$ cat config.mk
export PLATFORM = sky130hd
export DESIGN_NAME = fwd_stall_ctrl_flat
export DESIGN_NICKNAME = d
export VERILOG_FILES = /design/src/rtl/fwd_stall_ctrl_pkg.sv /design/src/rtl/fwd_stall_ctrl_if.sv /design/src/rtl/fwd_stall_ctrl_hz_port_cmp.sv /design/src/rtl/fwd_stall_ctrl.sv /design/src/flat_wrapper.sv
export SDC_FILE = /design/constraint.sdc
export NUM_CORES = 1
export LEC_CHECK = 0
export BUFFER_PORTS_ARGS = -buffer_cell sky130_fd_sc_hd__clkbuf_2
export CORE_ASPECT_RATIO = 2
export CORE_UTILIZATION = 53
export DETAILED_ROUTE_END_ITERATION = 12
export GPL_ROUTABILITY_DRIVEN = 0
export PLACE_DENSITY = 0.83
export SLEW_MARGIN = 20
export SYNTH_ARGS = -nofsm -noshare
export SYNTH_HDL_FRONTEND = slang
export SYNTH_SLANG_ARGS = --single-unit
$ cat constraint.sdc
create_clock -name i_clk -period 5.3 [get_ports i_clk]
set_input_delay 0.795 -clock i_clk [delete_from_list [all_inputs] [get_ports i_clk]]
set_output_delay 0.795 -clock i_clk [all_outputs]
set_load 0.02 [all_outputs]
$ cat src/rtl/fwd_stall_ctrl_pkg.sv
// Shared constants for the forwarding/stall controller: forward-select codes and
// shadow-entry layout {vld, wr, ld, dst} with dst in the low REG_ADDR_W bits.
package fwd_stall_ctrl_pkg;

  localparam logic [1:0] FWD_RF  = 2'd0;
  localparam logic [1:0] FWD_EX  = 2'd1;
  localparam logic [1:0] FWD_MEM = 2'd2;
  localparam logic [1:0] FWD_WB  = 2'd3;

  // Flag bits sit directly above dst; offsets are relative to REG_ADDR_W.
  localparam int unsigned ENT_FLAG_W  = 3;
  localparam int unsigned ENT_LD_OFS  = 0;
  localparam int unsigned ENT_WR_OFS  = 1;
  localparam int unsigned ENT_VLD_OFS = 2;

endpackage

$ cat src/rtl/fwd_stall_ctrl_if.sv
// Decode-side bundle: decode drives the instruction fields, the controller returns
// forward selects, stall/bubble and the stall counter.
interface fwd_stall_ctrl_if #(
  parameter int unsigned REG_ADDR_W   = 3,
  parameter int unsigned NUM_RD_PORTS = 2,
  parameter int unsigned CNT_W        = 16
);

  logic                                 id_valid;
  logic [NUM_RD_PORTS*REG_ADDR_W-1:0]   id_rd_addr;
  logic [NUM_RD_PORTS-1:0]              id_rd_used;
  logic                                 id_wr_en;
  logic [REG_ADDR_W-1:0]                id_wr_addr;
  logic                                 id_is_load;
  logic                                 flush;
  logic [2*NUM_RD_PORTS-1:0]            fwd_sel;
  logic                                 stall;
  logic                                 bubble;
  logic [CNT_W-1:0]                     stall_count;

  modport master (
    output id_valid, id_rd_addr, id_rd_used, id_wr_en, id_wr_addr, id_is_load, flush,
    input  fwd_sel, stall, bubble, stall_count
  );

  modport slave (
    input  id_valid, id_rd_addr, id_rd_used, id_wr_en, id_wr_addr, id_is_load, flush,
    output fwd_sel, stall, bubble, stall_count
  );

endinterface

$ cat src/rtl/fwd_stall_ctrl_hz_port_cmp.sv
// Per-read-port hazard compare against the EX/MEM/WB shadow entries; youngest writer
// wins, and a load still in EX is reported as load-use instead of forwarded.
module fwd_stall_ctrl_hz_port_cmp
  import fwd_stall_ctrl_pkg::*;
#(
  parameter int unsigned REG_ADDR_W = 3
) (
  input  logic [REG_ADDR_W+ENT_FLAG_W-1:0] i_ex,
  input  logic [REG_ADDR_W+ENT_FLAG_W-1:0] i_mem,
  input  logic [REG_ADDR_W+ENT_FLAG_W-1:0] i_wb,
  input  logic [REG_ADDR_W-1:0]            i_rd_addr,
  input  logic                             i_rd_used,
  output logic [1:0]                       o_fwd_sel,
  output logic                             o_load_use
);

  logic w_hit_ex, w_hit_mem, w_hit_wb, w_ex_ld;
  logic w_unused;

  assign w_hit_ex  = i_ex[REG_ADDR_W+ENT_VLD_OFS] & i_ex[REG_ADDR_W+ENT_WR_OFS] &
                     i_rd_used & (i_ex[REG_ADDR_W-1:0] == i_rd_addr);
  assign w_hit_mem = i_mem[REG_ADDR_W+ENT_VLD_OFS] & i_mem[REG_ADDR_W+ENT_WR_OFS] &
                     i_rd_used & (i_mem[REG_ADDR_W-1:0] == i_rd_addr);
  assign w_hit_wb  = i_wb[REG_ADDR_W+ENT_VLD_OFS] & i_wb[REG_ADDR_W+ENT_WR_OFS] &
                     i_rd_used & (i_wb[REG_ADDR_W-1:0] == i_rd_addr);
  assign w_ex_ld   = i_ex[REG_ADDR_W+ENT_LD_OFS];

  // Load data is forwardable from MEM onward, so the ld flag only matters in EX.
  assign w_unused = i_mem[REG_ADDR_W+ENT_LD_OFS] ^ i_wb[REG_ADDR_W+ENT_LD_OFS];

  always_comb begin
    o_fwd_sel  = FWD_RF;
    o_load_use = 1'b0;
    if (w_hit_ex && w_ex_ld) begin
      o_load_use = 1'b1;
    end else if (w_hit_ex) begin
      o_fwd_sel = FWD_EX;
    end else if (w_hit_mem) begin
      o_fwd_sel = FWD_MEM;
    end else if (w_hit_wb) begin
      o_fwd_sel = FWD_WB;
    end
  end

endmodule

$ cat src/rtl/fwd_stall_ctrl.sv
// Forwarding/stall controller: shadow EX/MEM/WB pipeline of in-flight writers, per-port
// forward selects, single-bubble load-use stall and a saturating stall counter.
module fwd_stall_ctrl
  import fwd_stall_ctrl_pkg::*;
#(
  parameter int unsigned REG_ADDR_W   = 3,
  parameter int unsigned NUM_RD_PORTS = 2,
  parameter int unsigned CNT_W        = 16
) (
  input  logic           i_clk,
  input  logic           i_rst,
  fwd_stall_ctrl_if.slave bus
);

  localparam int unsigned EntW = REG_ADDR_W + ENT_FLAG_W;

  logic [EntW-1:0]           r_ex, r_mem, r_wb;
  logic [CNT_W-1:0]          r_cnt;
  logic [EntW-1:0]           w_ex_next;
  logic [NUM_RD_PORTS-1:0]   w_load_use;
  logic [2*NUM_RD_PORTS-1:0] w_fwd_sel;
  logic                      w_stall;

  for (genvar p = 0; p < NUM_RD_PORTS; p++) begin : g_port
    fwd_stall_ctrl_hz_port_cmp #(
      .REG_ADDR_W (REG_ADDR_W)
    ) u_cmp (
      .i_ex       (r_ex),
      .i_mem      (r_mem),
      .i_wb       (r_wb),
      .i_rd_addr  (bus.id_rd_addr[p*REG_ADDR_W +: REG_ADDR_W]),
      .i_rd_used  (bus.id_rd_used[p]),
      .o_fwd_sel  (w_fwd_sel[2*p +: 2]),
      .o_load_use (w_load_use[p])
    );
  end

  // A flushed instruction never stalls: it is being killed anyway.
  assign w_stall = bus.id_valid & ~bus.flush & (|w_load_use);

  assign bus.fwd_sel     = w_fwd_sel;
  assign bus.stall       = w_stall;
  assign bus.bubble      = w_stall | bus.flush;
  assign bus.stall_count = r_cnt;

  assign w_ex_next = (w_stall || bus.flush || !bus.id_valid) ? '0 :
                     {1'b1, bus.id_wr_en, bus.id_is_load, bus.id_wr_addr};

  always_ff @(posedge i_clk) begin
    if (i_rst) begin
      r_ex  <= '0;
      r_mem <= '0;
      r_wb  <= '0;
      r_cnt <= '0;
    end else begin
      r_ex  <= w_ex_next;
      r_mem <= r_ex;
      r_wb  <= r_mem;
      if (w_stall && (r_cnt != '1)) begin
        r_cnt <= r_cnt + CNT_W'(1);
      end
    end
  end

endmodule
$ cat src/flat_wrapper.sv
// flat-port wrapper written by rule: the top's interface ports become plain ports
module fwd_stall_ctrl_flat import fwd_stall_ctrl_pkg::*;
#(
  parameter int unsigned REG_ADDR_W   = 3,
  parameter int unsigned NUM_RD_PORTS = 2,
  parameter int unsigned CNT_W        = 16
)
  (i_clk, i_rst, bus_id_valid, bus_id_rd_addr, bus_id_rd_used, bus_id_wr_en, bus_id_wr_addr, bus_id_is_load, bus_flush, bus_fwd_sel, bus_stall, bus_bubble, bus_stall_count);
  fwd_stall_ctrl_if #(.REG_ADDR_W(REG_ADDR_W), .NUM_RD_PORTS(NUM_RD_PORTS), .CNT_W(CNT_W)) bus_i ();
  input  logic i_clk;
  input  logic i_rst;
  input wire logic [$bits(bus_i.id_valid)-1:0] bus_id_valid;
  input wire logic [$bits(bus_i.id_rd_addr)-1:0] bus_id_rd_addr;
  input wire logic [$bits(bus_i.id_rd_used)-1:0] bus_id_rd_used;
  input wire logic [$bits(bus_i.id_wr_en)-1:0] bus_id_wr_en;
  input wire logic [$bits(bus_i.id_wr_addr)-1:0] bus_id_wr_addr;
  input wire logic [$bits(bus_i.id_is_load)-1:0] bus_id_is_load;
  input wire logic [$bits(bus_i.flush)-1:0] bus_flush;
  output wire logic [$bits(bus_i.fwd_sel)-1:0] bus_fwd_sel;
  output wire logic [$bits(bus_i.stall)-1:0] bus_stall;
  output wire logic [$bits(bus_i.bubble)-1:0] bus_bubble;
  output wire logic [$bits(bus_i.stall_count)-1:0] bus_stall_count;
  assign bus_i.id_valid = bus_id_valid;
  assign bus_i.id_rd_addr = bus_id_rd_addr;
  assign bus_i.id_rd_used = bus_id_rd_used;
  assign bus_i.id_wr_en = bus_id_wr_en;
  assign bus_i.id_wr_addr = bus_id_wr_addr;
  assign bus_i.id_is_load = bus_id_is_load;
  assign bus_i.flush = bus_flush;
  assign bus_fwd_sel = bus_i.fwd_sel;
  assign bus_stall = bus_i.stall;
  assign bus_bubble = bus_i.bubble;
  assign bus_stall_count = bus_i.stall_count;
  fwd_stall_ctrl #(.REG_ADDR_W(REG_ADDR_W), .NUM_RD_PORTS(NUM_RD_PORTS), .CNT_W(CNT_W)) u_core (.i_clk(i_clk), .i_rst(i_rst), .bus(bus_i));
endmodule
* Word level (Yosys, flattened, before mapping)
Cells that the tools add are included.
** Operators by class
- Add/sub/neg operators :: 1
- Eq/ne operators :: 7
- Multiplexer cells :: 11
- Bitwise gates (word level) :: 19
- Reduce and logical (&&, ||, !) cells :: 8
** Operator list (count)
- $eq 3x3->1 :: 6
- $and 1x1->1 :: 17
- $add 16x1->16 const B :: 1
- $mux 2 :: 8
- $ne 16x16->1 const B :: 1
- $mux 6 :: 1
- $reduce_or 2->1 :: 2
- $logic_and 1x1->1 :: 3
- $logic_or 1x1->1 :: 2
- $mux 1 :: 2
- $logic_not 1->1 :: 1
- $not 1->1 :: 1
- $or 1x1->1 :: 1
** Storage, ports and cells
- Bits in registers :: 34
- Input port bits :: 17
- Output and inout port bits :: 22
- Word-level logic and storage cells :: 51

* Logic depth before layout (Yosys ltp)
Gate-level depths: netlist of the first run.
- Word-level depth :: 10
- Gate-level depth with buffers :: 7
- Depth with buffers taken out :: 6

* Hierarchy
A second synthesis of the first run with hierarchy kept.
** Unflattened totals
- Cells, all modules :: 189
- Area total of the unflattened synthesis :: 1701.6 µm²
** Modules (own cells, without submodules)
- fwd_stall_ctrl :: times used 1, cells each 151, area an instance 1408.9 µm², seq. area each 680.7 µm²
- fwd_stall_ctrl_hz_port_cmp :: times used 2, cells each 19, area an instance 146.4 µm², seq. area each 0.0 µm²

* Worst setup path after synthesis of the first run
Ideal clock, no wire load.
- Kind :: in2out
- From :: input bus_id_rd_addr[2]
- To :: output bus_stall
- Data arrival time :: 1957 ps
- Required time :: 4505 ps
- Setup slack :: 2548 ps
- Cell stages on the path :: 4
- Buffers on the path :: 0
- Cells stage by stage :: xor2_1 > nor4_4 > o21a_1 > nor2b_1
** Between the ends
- Word-level cells in the longest chain between the ends :: 6
** Ends and longest elaborated chain
- from (decl) :: line flat_wrapper.sv:13 : input wire logic [$bits(bus_i.id_rd_addr)-1:0] bus_id_rd_addr;
- $eq 3x3->1 :: line fwd_stall_ctrl_hz_port_cmp.sv:21 : i_rd_used & (i_ex[REG_ADDR_W-1:0] == i_rd_addr);
- $and 1x1->1 :: line fwd_stall_ctrl_hz_port_cmp.sv:21
- $logic_and 1x1->1 :: line fwd_stall_ctrl_hz_port_cmp.sv:34 : if (w_hit_ex && w_ex_ld) begin
- $mux 1 :: line fwd_stall_ctrl_hz_port_cmp.sv:34
- $reduce_or 2->1 :: line fwd_stall_ctrl.sv:39 : assign w_stall = bus.id_valid & ~bus.flush & (|w_load_use);
- $and 1x1->1 :: line fwd_stall_ctrl.sv:39
- to (decl) :: line flat_wrapper.sv:20 : output wire logic [$bits(bus_i.stall)-1:0] bus_stall;
No other way between the ends.

* Worst setup path in the final report of the first run
- From :: input bus_id_rd_addr[5]
- To :: output bus_stall
The elaborated chain is that of the path after synthesis.

==> summary.txt, run 1 <==
Outcome
  – Status: finished clean

Yosys
  – Synth async-reset ratio: 0%
  – Ranking of synthesized cells by area: dfxtp_1 41%, xor2_1 12%, nor2b_1 5.2%
  – Sequential area share after synthesis: 40.9%
  – Cell Area, Synth: 1570 µm²
  – Post-synth EDFFs: 0
  – Gate Count Post-Synth: 171
  – Mean post-synth cell area: 9.16 µm²
  – Yosys top cell by area: dfxtp_1
  – #FFs+latches synth: 32
  – Synth cell types: 32
  – Yosys warns: 0
  – Synth top area share: 40.9%
  – Mapped Nets: 189
  – Predominant post-synthesis flop cell: dfxtp_1

Finish
  – FILL cells: 235
  – Sequential Area: 641 µm²
  – P&R area growth vs syn: 20.1%
  – Fin cells: 242
  – Multi-input combinational cell area: 892 µm²
  – Nets: 230
  – Most frequent cells in the layout: 38 x clkbuf_2, 32 x dfxtp_1, 21 x xor2_1
  – Most common cell after layout, fill and taps aside: clkbuf_2
  – ANT cells: 0
  – Share of cells above drive strength 1: 25.4%

Die
  – Die area: 3190 µm²
  – Die Width: 40.4 µm
  – Initial core utilization: 56.5%
  – Die extent in y: 78.9 µm
  – Core Box Area: 2770 µm²
  – Row count: 27
  – Ports: 39

GRT
  – Grt total ovfl: 0
  – First-pass GRT wire length: 5620 µm
  – GRT Util Overall: 25.6%
  – Antenna violations before repair: 0
  – Largest net degree at the start of global routing: 30
  – Vias in the first global route: 1,354

STA
  – Final setup viols: 0
  – Max-slew violation count: 0
  – Tcrit/Tclk final: 56.1%
  – FMAX: 336 MHz
  – Setup_tns: 0 ns
  – Min Clock Period, post-route: 2.97 ns
  – Unrepaired setup endpoints after global routing: false
  – Headroom to the max-slew limit: 62.9%
  – Worst Tran Pin Value: 0.556 ns
  – Final hold vios: 0
  – Setup Skew: 0.00578 ns

Setup path
  – Reg2reg start: u_core.r_ex[2]
  – Critical Path AT: 2.18 ns
  – Reg2Reg Setup Slack: 3.24 ns
  – CP cell instances: clkbuf_2 > xor2_1 > nor4_4 > o21a_1 > nor2b_1 > clkbuf_2
  – WP data required: 4.51 ns
  – Worst Path Max Fanout: 7
  – Critical Path Source Type: primary input
  – Setup CP Type: primary input to output port
  – Crit-path slowest cell: nor4_4
  – Max incr delay on CP: 0.54 ns
  – Delay-heaviest family, CP: simple AND/OR/NAND/NOR gates
  – Nature of the critical path endpoint: output port
  – Reg2Reg Depth: 5
  – Most frequent cell on the critical path: clkbuf_2
  – R2R Path End: u_core.bus.stall_count[5]
  – Buf/Inv on CP: 2

Clock tree
  – Post-CTS Hold Buffers: 0
  – CTS resizes: 0
  – Clock root cell: clkbuf_8
  – CTS tree: built
  – Clock sink count: 32
  – Worst-Skew Late Latency: 0.28 ns
  – Worst-path clk slew: 0.07 ns
  – # Post-CTS Setup Buffers: 0
  – Clk buf depth: 2
  – CTS H-tree lvls: 2
  – Inserted Clock Buffers: 5

Pwr
  – Leakage: 0.757 nW
  – P per Cell Area: 266 nW/µm²
  – Pwr Total: 0.000500 W
  – Worst vdd ir: 0.000232 V

Detailed routing
  – Total number of vias: 1,406
  – Wire per inst: 15.0 µm
  – Drt drc: 0
  – Pre-antenna DRT Iters: 4
  – Initial drt markers: 35
  – Antenna Violating Nets Remaining: 0
  – Vias per std cell: 5.81
  – Post-Route WL: 3630 µm

Placement
  – IO Port Bufs: 38
  – Placed cell count: 234
  – Detailed placer's ending HPWL: 2780 µm

Worst hold path
  – Hold WC Path Type: register to register
  – Hold Crit Depth: 1
  – Min-Delay Endpoint: u_core.r_wb[5]
  – HP Start: u_core.r_mem[5]

Flow run
  – MaxCap Viol Count: 0
[layer usage]
metal / global-route usage (%) / share of wire, % / wire length [µm] / up-vias
met5: 0 / 0 / 0 / -
met4: 14.3 / 3.9 / 142 / 0
met3: 6.42 / 5.2 / 190 / 9
met2: 45.2 / 55 / 1990 / 44
met1: 23.7 / 36 / 1310 / 658
li1: - / - / - / 695
[Yosys cell counts (4+ instances only)]
library cell,number
and2_1,5
nand4_1,4
xor2_1,21
or4_1,7
a21oi_1,12
nor2b_1,13
nand3_1,10
dfxtp_1,32
nor2_1,8
nand2_1,8
or3_1,8
o21ai_0,8
[worst max path at each step]
stage / from / endpoint / slack, ns / depth (start not counted)
finish: bus_id_rd_addr[5] / bus_stall / 2.33 / 6
detailed placement: bus_id_rd_addr[2] / bus_stall / 2.33 / 6
global placement: bus_id_rd_addr[5] / bus_stall / 2.39 / 6
floorplan: bus_id_rd_addr[2] / bus_stall / 2.55 / 4
CTS: bus_id_rd_addr[5] / bus_stall / 2.33 / 6
global route: bus_id_rd_addr[2] / bus_stall / 2.21 / 6
[cell families (layout without fill, tap and decap cells)]
family | count (synthesis) | in the layout | share of synthesized area, %
compound gates | 29 | 29 | 11.5
simple gates | 76 | 76 | 29.6
mux | 5 | 5 | 3.35
xor+xnor | 21 | 21 | 11.7
buf+inv | 7 | 49 | 2.16
flops | 32 | 32 | 40.9
fa+ha+maj | 1 | 1 | 0.799
[sequential cells by signal, summed over array words and instances (netlist names)]
signal,cells
u_core.r_wb,5
u_core.r_mem,5
u_core.r_ex,6
u_core.bus.stall_count,16
[where the power goes]
part	leakage [nW]	total [W]	switching, W	internal [W]
Combinational	0.445	0.0000255	0.0000151	0.0000104
Sequential	0.259	0.000245	0.00000236	0.000243
Clock	0.0541	0.000230	0.0000907	0.000139
Total	0.757	0.000500	0.000108	0.000392
[through the flow]
step           setup slack (ns)  util (%)  instance area (µm²)  hold WS, ns
2_1_floorplan              2.55         -                 1570        0.459
6_report                   2.33      67.9                 1880        0.485
4_1_cts                    2.33      67.9                 1880        0.485
3_5_place_dp               2.33      63.9                 1770        0.475
3_3_place_gp               2.39      63.9                 1770        0.468
5_1_grt                    2.21      67.9                 1880        0.504
[cell type report]
cell class              count  share of cell area, %
clock inverters             3                   2.26
repair buffers             38                   10.1
flip-flops and latches     32                   34.0
clock buffers               5                   3.66
inverters                   3                  0.598
multi-input cells         132                   47.4
well taps                  29                   1.93
Power figures use the tool's default switching activity.
==> run 2: changes to the inputs <==
--- a/config.mk
+++ b/config.mk
@@ -7,10 +7,10 @@
 export LEC_CHECK = 0
 export BUFFER_PORTS_ARGS = -buffer_cell sky130_fd_sc_hd__clkbuf_2
 export CORE_ASPECT_RATIO = 2
-export CORE_UTILIZATION = 53
+export CORE_UTILIZATION = 47
 export DETAILED_ROUTE_END_ITERATION = 12
 export GPL_ROUTABILITY_DRIVEN = 0
-export PLACE_DENSITY = 0.83
+export PLACE_DENSITY = 0.78
 export SLEW_MARGIN = 20
 export SYNTH_ARGS = -nofsm -noshare
 export SYNTH_HDL_FRONTEND = slang
==> constraint.sdc (replaced) <==
create_clock -name i_clk -period 2.7 [get_ports i_clk]
set_input_delay 0.405 -clock i_clk [delete_from_list [all_inputs] [get_ports i_clk]]
set_output_delay 0.405 -clock i_clk [all_outputs]
set_load 0.02 [all_outputs]
==> run 2 against run 1 <==
Against the previous run: global-route usage decreased by 4.1 points; critical path depth down 1; worst setup slack worse by 1.9 ns; total power is 75% higher; clock skew grew 0.0023 ns; highest routed layer unchanged; clock power rose by 49%; flip-flop and latch count stayed put; final cell count up 0.83%; first-iteration DRC count is 69% lower; count of clock-buffer cells in the layout is 1 higher; largest power group unchanged; sequential share of layout area increased by 0.44 points.
==> summary.txt, run 2 (synthesized netlist as in run 1, its figures left out) <==
Finish
  – ANT cells: 0 (unchanged)
  – Final instance area: 1860 µm² (-1.3%)
  – P&R area growth vs syn: 18.6%
  – FILL cells: 289 (+23%)
  – Nets: 231 (+0.43%)
  – Most common cell after layout, fill and taps aside: clkbuf_2
  – Fin cells: 244 (+0.83%)
  – Most frequent cells in the layout: 38 x clkbuf_2, 32 x dfxtp_1, 21 x xor2_1
  – Max reg flops: 16 (unchanged)
  – Share of cells above drive strength 1: 24.9% (-0.47 points)

Setup path
  – Worst Path Max Fanout: 7 (unchanged)
  – Reg2reg start: u_core.r_ex[2]
  – Nature of the critical path endpoint: output port
  – Reg2Reg Setup Slack: 0.68 ns (-2.56 ns)
  – Critical Path AT: 1.88 ns (-0.30 ns)
  – WP data required: 2.30 ns (-2.21 ns)
  – Setup CP Type: register to output port
  – Crit. Startpoint: u_core.r_ex[2]
  – Critical Path Source Type: register

Detailed routing
  – Pre-antenna DRT Iters: 4 (unchanged)
  – Initial drt markers: 11 (-69%)
  – Post-Route WL: 3450 µm (-5.0%)
  – Wire per inst: 14.1 µm (-5.7%)
  – Vias per std cell: 5.66 (-2.5%)
  – Antenna Violating Nets Remaining: 0 (unchanged)
  – Total number of vias: 1,382 (-1.7%)
  – Drt drc: 0 (unchanged)

STA
  – Max-slew violation count: 0 (unchanged)
  – Setup Skew: 0.00804 ns (+0.00226 ns)
  – Final setup viols: 0 (unchanged)
  – Min Clock Period, post-route: 2.28 ns
  – FMAX: 438 MHz
  – Headroom to the max-slew limit: 57.8% (-5.1 points)
  – Setup_tns: 0 ns (unchanged)
  – Worst Tran Pin Value: 0.629 ns (+0.0721 ns)
  – Unrepaired setup endpoints after global routing: false
  – Tcrit/Tclk final: 84.5%
  – Hold Worst Slack: 0.317 ns (-0.168 ns)
  – Final hold vios: 0 (unchanged)

Clock tree
  – Clock sink count: 32 (unchanged)
  – CTS H-tree lvls: 2 (unchanged)
  – # Post-CTS Setup Buffers: 0 (unchanged)
  – CTS tree: built
  – Worst-Skew Late Latency: 0.29 ns (about the same)
  – Inserted Clock Buffers: 5 (unchanged)
  – Clock root cell: clkbuf_8
  – Clk buf depth: 2 (unchanged)
  – Worst-path clk slew: 0.06 ns (about the same)
  – CTS resizes: 0 (unchanged)
  – Post-CTS Hold Buffers: 0 (unchanged)

Pwr
  – Worst vdd ir: 0.000433 V (+87%)
  – Pwr Total: 0.000876 W (+75%)
  – Leakage: 0.749 nW (-1.1%)
  – P per Cell Area: 472 nW/µm² (+77%)

Flow run
  – MaxCap Viol Count: 0 (unchanged)

Worst hold path
  – HP Start: bus_id_wr_addr[1]
  – Hold WC Path Type: primary input to register

Die
  – Die Width: 42.8 µm (+5.9%)
  – Ports: 39 (unchanged)
  – Initial core utilization: 49.6% (-6.9 points)
  – Core Box Area: 3160 µm² (+14%)
  – Die extent in y: 83.6 µm (+6.0%)
  – Row count: 29 (+7.4%)
  – Die area: 3580 µm² (+12%)

GRT
  – Antenna violations before repair: 0 (unchanged)
  – Grt total ovfl: 0 (unchanged)
  – First-pass GRT wire length: 5840 µm (+3.9%)
  – GRT Util Overall: 21.5% (-4.1 points)
  – Largest net degree at the start of global routing: 29 (-3.3%)
  – Vias in the first global route: 1,301 (-3.9%)

Placement
  – IO Port Bufs: 38 (unchanged)
  – Placed cell count: 237 (+1.3%)
  – Detailed placer's ending HPWL: 2700 µm (-2.6%)
  – Cell Area, Placed: 1780 µm² (+0.57%)

Outcome
  – Status: finished clean
## run 2: cell count changes in the layout (fill, tap and decap cells not counted)
cell	previous run	this run
buf_4	0	1
bufinv_16	1	0
clkbuf_1	0	1
clkinvlp_4	1	0
## run 2: cell type report
class | instances | area, µm² | share of cell area, %
flip-flops and latches | 32 | 641 | 34.5
multi-input cells | 132 | 892 | 48.0
inverters | 3 | 11.3 | 0.606
repair buffers | 39 | 198 | 10.6
clock inverters | 1 | 5.00 | 0.269
clock buffers | 6 | 72.6 | 3.91
well taps | 31 | 38.8 | 2.09
## run 2: through the flow
step	utilization, %	setup slack [ns]
2_1_floorplan	-	0.728
3_3_place_gp	56.4	0.548
3_5_place_dp	56.4	0.511
4_1_cts	58.9	0.418
5_1_grt	58.9	0.291
6_report	58.9	0.419
## run 2: worst paths after layout
kind / to / cells after the start
max: bus_stall / 5
min: u_core.r_ex[1] / 2
max reg2reg: u_core.bus.stall_count[5] / 5
min reg2reg: u_core.r_mem[4] / 1
## run 2: layer usage
metal,wire length (µm),global-route usage [%],vias to the layer above
met2,2000,39.5,33
met1,1240,22.1,644
met5,0,0,-
met4,78,9.38,0
met3,124,4.33,7
li1,-,-,698
## run 2: critical path: stages (launching register included)
cell      delay, ns
dfxtp_1        0.34
xor2_1         0.19
nor4_4         0.52
o21a_1         0.24
nor2b_1        0.13
clkbuf_2       0.17
## run 2: report_power, final
part           switching [W]  internal, W  total (W)
Combinational      0.0000300    0.0000213  0.0000514
Clock               0.000168     0.000175   0.000343
Sequential        0.00000491     0.000477   0.000482
==> run 3: changes to the inputs <==
--- a/config.mk
+++ b/config.mk
@@ -7,10 +7,10 @@
 export LEC_CHECK = 0
 export BUFFER_PORTS_ARGS = -buffer_cell sky130_fd_sc_hd__clkbuf_2
 export CORE_ASPECT_RATIO = 2
-export CORE_UTILIZATION = 47
+export CORE_UTILIZATION = 52
 export DETAILED_ROUTE_END_ITERATION = 12
 export GPL_ROUTABILITY_DRIVEN = 0
-export PLACE_DENSITY = 0.78
+export PLACE_DENSITY = 0.81
 export SLEW_MARGIN = 20
 export SYNTH_ARGS = -nofsm -noshare
 export SYNTH_HDL_FRONTEND = slang
==> constraint.sdc (replaced) <==
create_clock -name i_clk -period 2.1 [get_ports i_clk]
set_input_delay 0.315 -clock i_clk [delete_from_list [all_inputs] [get_ports i_clk]]
set_output_delay 0.315 -clock i_clk [all_outputs]
set_load 0.02 [all_outputs]
==> run 3 against run 2 <==
Against the previous run: worst setup slack lost 0.39 ns; global-route usage grew 7.0 points; die area shrank 9.3%; critical path type unchanged; largest cell class unchanged; largest power group is now clock.
==> summary.txt, run 3 (synthesized netlist as in run 1, its figures left out) <==
Outcome
  – Status: finished clean

STA
  – Final hold vios: 0 (unchanged)
  – Final setup viols: 0 (unchanged)
  – Setup Skew: 0.00684 ns (-0.00120 ns)
  – FMAX: 483 MHz
  – Tcrit/Tclk final: 98.6%
  – Headroom to the max-slew limit: 64.2% (+6.5 points)
  – Max-slew violation count: 0 (unchanged)
  – Min Clock Period, post-route: 2.07 ns
  – Unrepaired setup endpoints after global routing: true
  – Hold Worst Slack: 0.229 ns (-0.0884 ns)
  – Final WS setup: 0.0297 ns (-0.390 ns)
  – Worst Tran Pin Value: 0.536 ns (-0.0927 ns)

Pwr
  – Leakage: 0.835 nW (+11%)
  – P per Cell Area: 658 nW/µm² (+39%)
  – Worst vdd ir: 0.000693 V (+60%)

Setup path
  – Setup CP Type: register to output port
  – Nature of the critical path endpoint: output port
  – CP cell instances: xor2_2 > or4_4 > nand2b_4 > mux2i_1 > buf_4
  – Crit-path slowest cell: or4_4
  – Worst Path Max Fanout: 2 (-5)
  – Max incr delay on CP: 0.54 ns (+0.02 ns)
  – Critical Path AT: 1.76 ns (-0.12 ns)
  – WP data required: 1.78 ns (-0.52 ns)
  – Delay-heaviest family, CP: simple AND/OR/NAND/NOR gates
  – Buf/Inv on CP: 1 (unchanged)
  – Critical Path Source Type: register

Finish
  – Max reg flops: 16 (unchanged)
  – Sequential Area: 653 µm² (+2.0%)
  – Final core occ: 72.1% (+13 points)
  – ANT cells: 0 (unchanged)
  – Multi-input combinational cell area: 952 µm² (+6.7%)
  – Most common cell after layout, fill and taps aside: clkbuf_2
  – Most frequent cells in the layout: 34 x clkbuf_2, 26 x dfxtp_1, 19 x xor2_1
  – Fin cells: 248 (+1.6%)
  – Nets: 236 (+2.2%)
  – Share of cells above drive strength 1: 35.2% (+10 points)
  – FILL cells: 209 (-28%)
  – P&R area growth vs syn: 29.1%

Placement
  – Post-place setup slack: 0.0978 ns (-0.414 ns)
  – Detailed placer's ending HPWL: 2900 µm (+7.2%)
  – IO Port Bufs: 38 (unchanged)
  – Placed cell count: 240 (+1.3%)

Die
  – Die Width: 40.8 µm (-4.7%)
  – Row count: 27 (-6.9%)
  – Ports: 39 (unchanged)
  – Die extent in y: 79.6 µm (-4.8%)
  – Die area: 3250 µm² (-9.3%)
  – Core Box Area: 2800 µm² (-11%)
  – Initial core utilization: 55.9% (+6.2 points)

GRT
  – Vias in the first global route: 1,403 (+7.8%)
  – Largest net degree at the start of global routing: 17 (-41%)
  – Antenna violations before repair: 0 (unchanged)
  – First-pass GRT wire length: 6340 µm (+8.5%)
  – GRT Util Overall: 28.5% (+7.0 points)
  – Grt total ovfl: 0 (unchanged)

Flow run
  – MaxCap Viol Count: 0 (unchanged)

Clock tree
  – # Post-CTS Setup Buffers: 0 (unchanged)
  – Worst-Skew Late Latency: 0.29 ns (about the same)
  – Clock sink count: 32 (unchanged)
  – CTS H-tree lvls: 2 (unchanged)
  – Worst-path clk slew: 0.06 ns (about the same)
  – Clk buf depth: 2 (unchanged)
  – CTS tree: built
  – Post-CTS Hold Buffers: 0 (unchanged)
  – Clock root cell: clkbuf_8
  – Inserted Clock Buffers: 5 (unchanged)

Detailed routing
  – Wire per inst: 16.0 µm (+13%)
  – Total number of vias: 1,453 (+5.1%)
  – Post-Route WL: 3960 µm (+15%)
  – Drt drc: 0 (unchanged)
  – Vias per std cell: 5.86 (+3.4%)
  – Initial drt markers: 48 (+37)
  – Antenna Violating Nets Remaining: 0 (unchanged)
  – Pre-antenna DRT Iters: 4 (unchanged)

Worst hold path
  – Hold WC Path Type: primary input to register
## run 3: timing repair
| action | CTS | global route |
|---|---|---|
| setup endpoints to repair | 2 | 6 |
| pin swaps | 1 | 4 |
| resized for setup | 3 | 23 |
## run 3: final timing paths
| kind | from | end | slack [ns] | cells after the start |
|---|---|---|---|---|
| setup reg to reg | u_core.bus.stall_count[0] | u_core.bus.stall_count[9] | 0.18 | 6 |
| hold reg to reg | u_core.r_mem[4] | u_core.r_wb[4] | 0.50 | 1 |
| hold / removal | bus_id_wr_addr[2] | u_core.r_ex[2] | 0.23 | 2 |
| setup / recovery | u_core.r_wb[1] | bus_fwd_sel[2] | 0.03 | 5 |
## run 3: area by class of cell
| class | count | share of cell area [%] |
|---|---|---|
| multi-input combinational | 132 | 47.1 |
| sequential | 32 | 32.3 |
| timing repair buffer | 44 | 12.0 |
| clock buffer | 7 | 4.76 |
| tap | 29 | 1.79 |
| clock inverter | 1 | 1.49 |
| inverter | 3 | 0.557 |
## run 3: worst reg2reg max path, cell delays in order (launching register included)
cell	delay [ns]
dfxtp_1	0.42
ha_1	0.23
nand3_1	0.18
or4_1	0.55
o211ai_2	0.17
o21ai_0	0.13
a21oi_1	0.17
## run 3: metrics by stage
step / area [µm²] / power (W) / setup TNS [ns]
after detailed placement: 1820 / 0.000700 / 0
after global routing: 2020 / 0.00137 / -0.0817
after global placement: 1820 / 0.000696 / 0
after floorplan: 1570 / 0.000666 / 0
final: 2020 / 0.00133 / 0
after CTS: 1950 / 0.00134 / 0
## run 3: where the power goes
group	leakage (nW)	switching (W)	internal (W)
Clock	0.0645	0.000222	0.000418
Combinational	0.508	0.0000426	0.0000294
Sequential	0.262	0.00000682	0.000611
## run 3: per-layer routing
layer	global-route usage, %	vias to the layer above	part of all wire, %
met3	7.24	18	4.7
met2	45.9	59	57
met5	0	-	0
li1	-	701	-
met4	17.7	0	3.7
met1	30.1	675	35
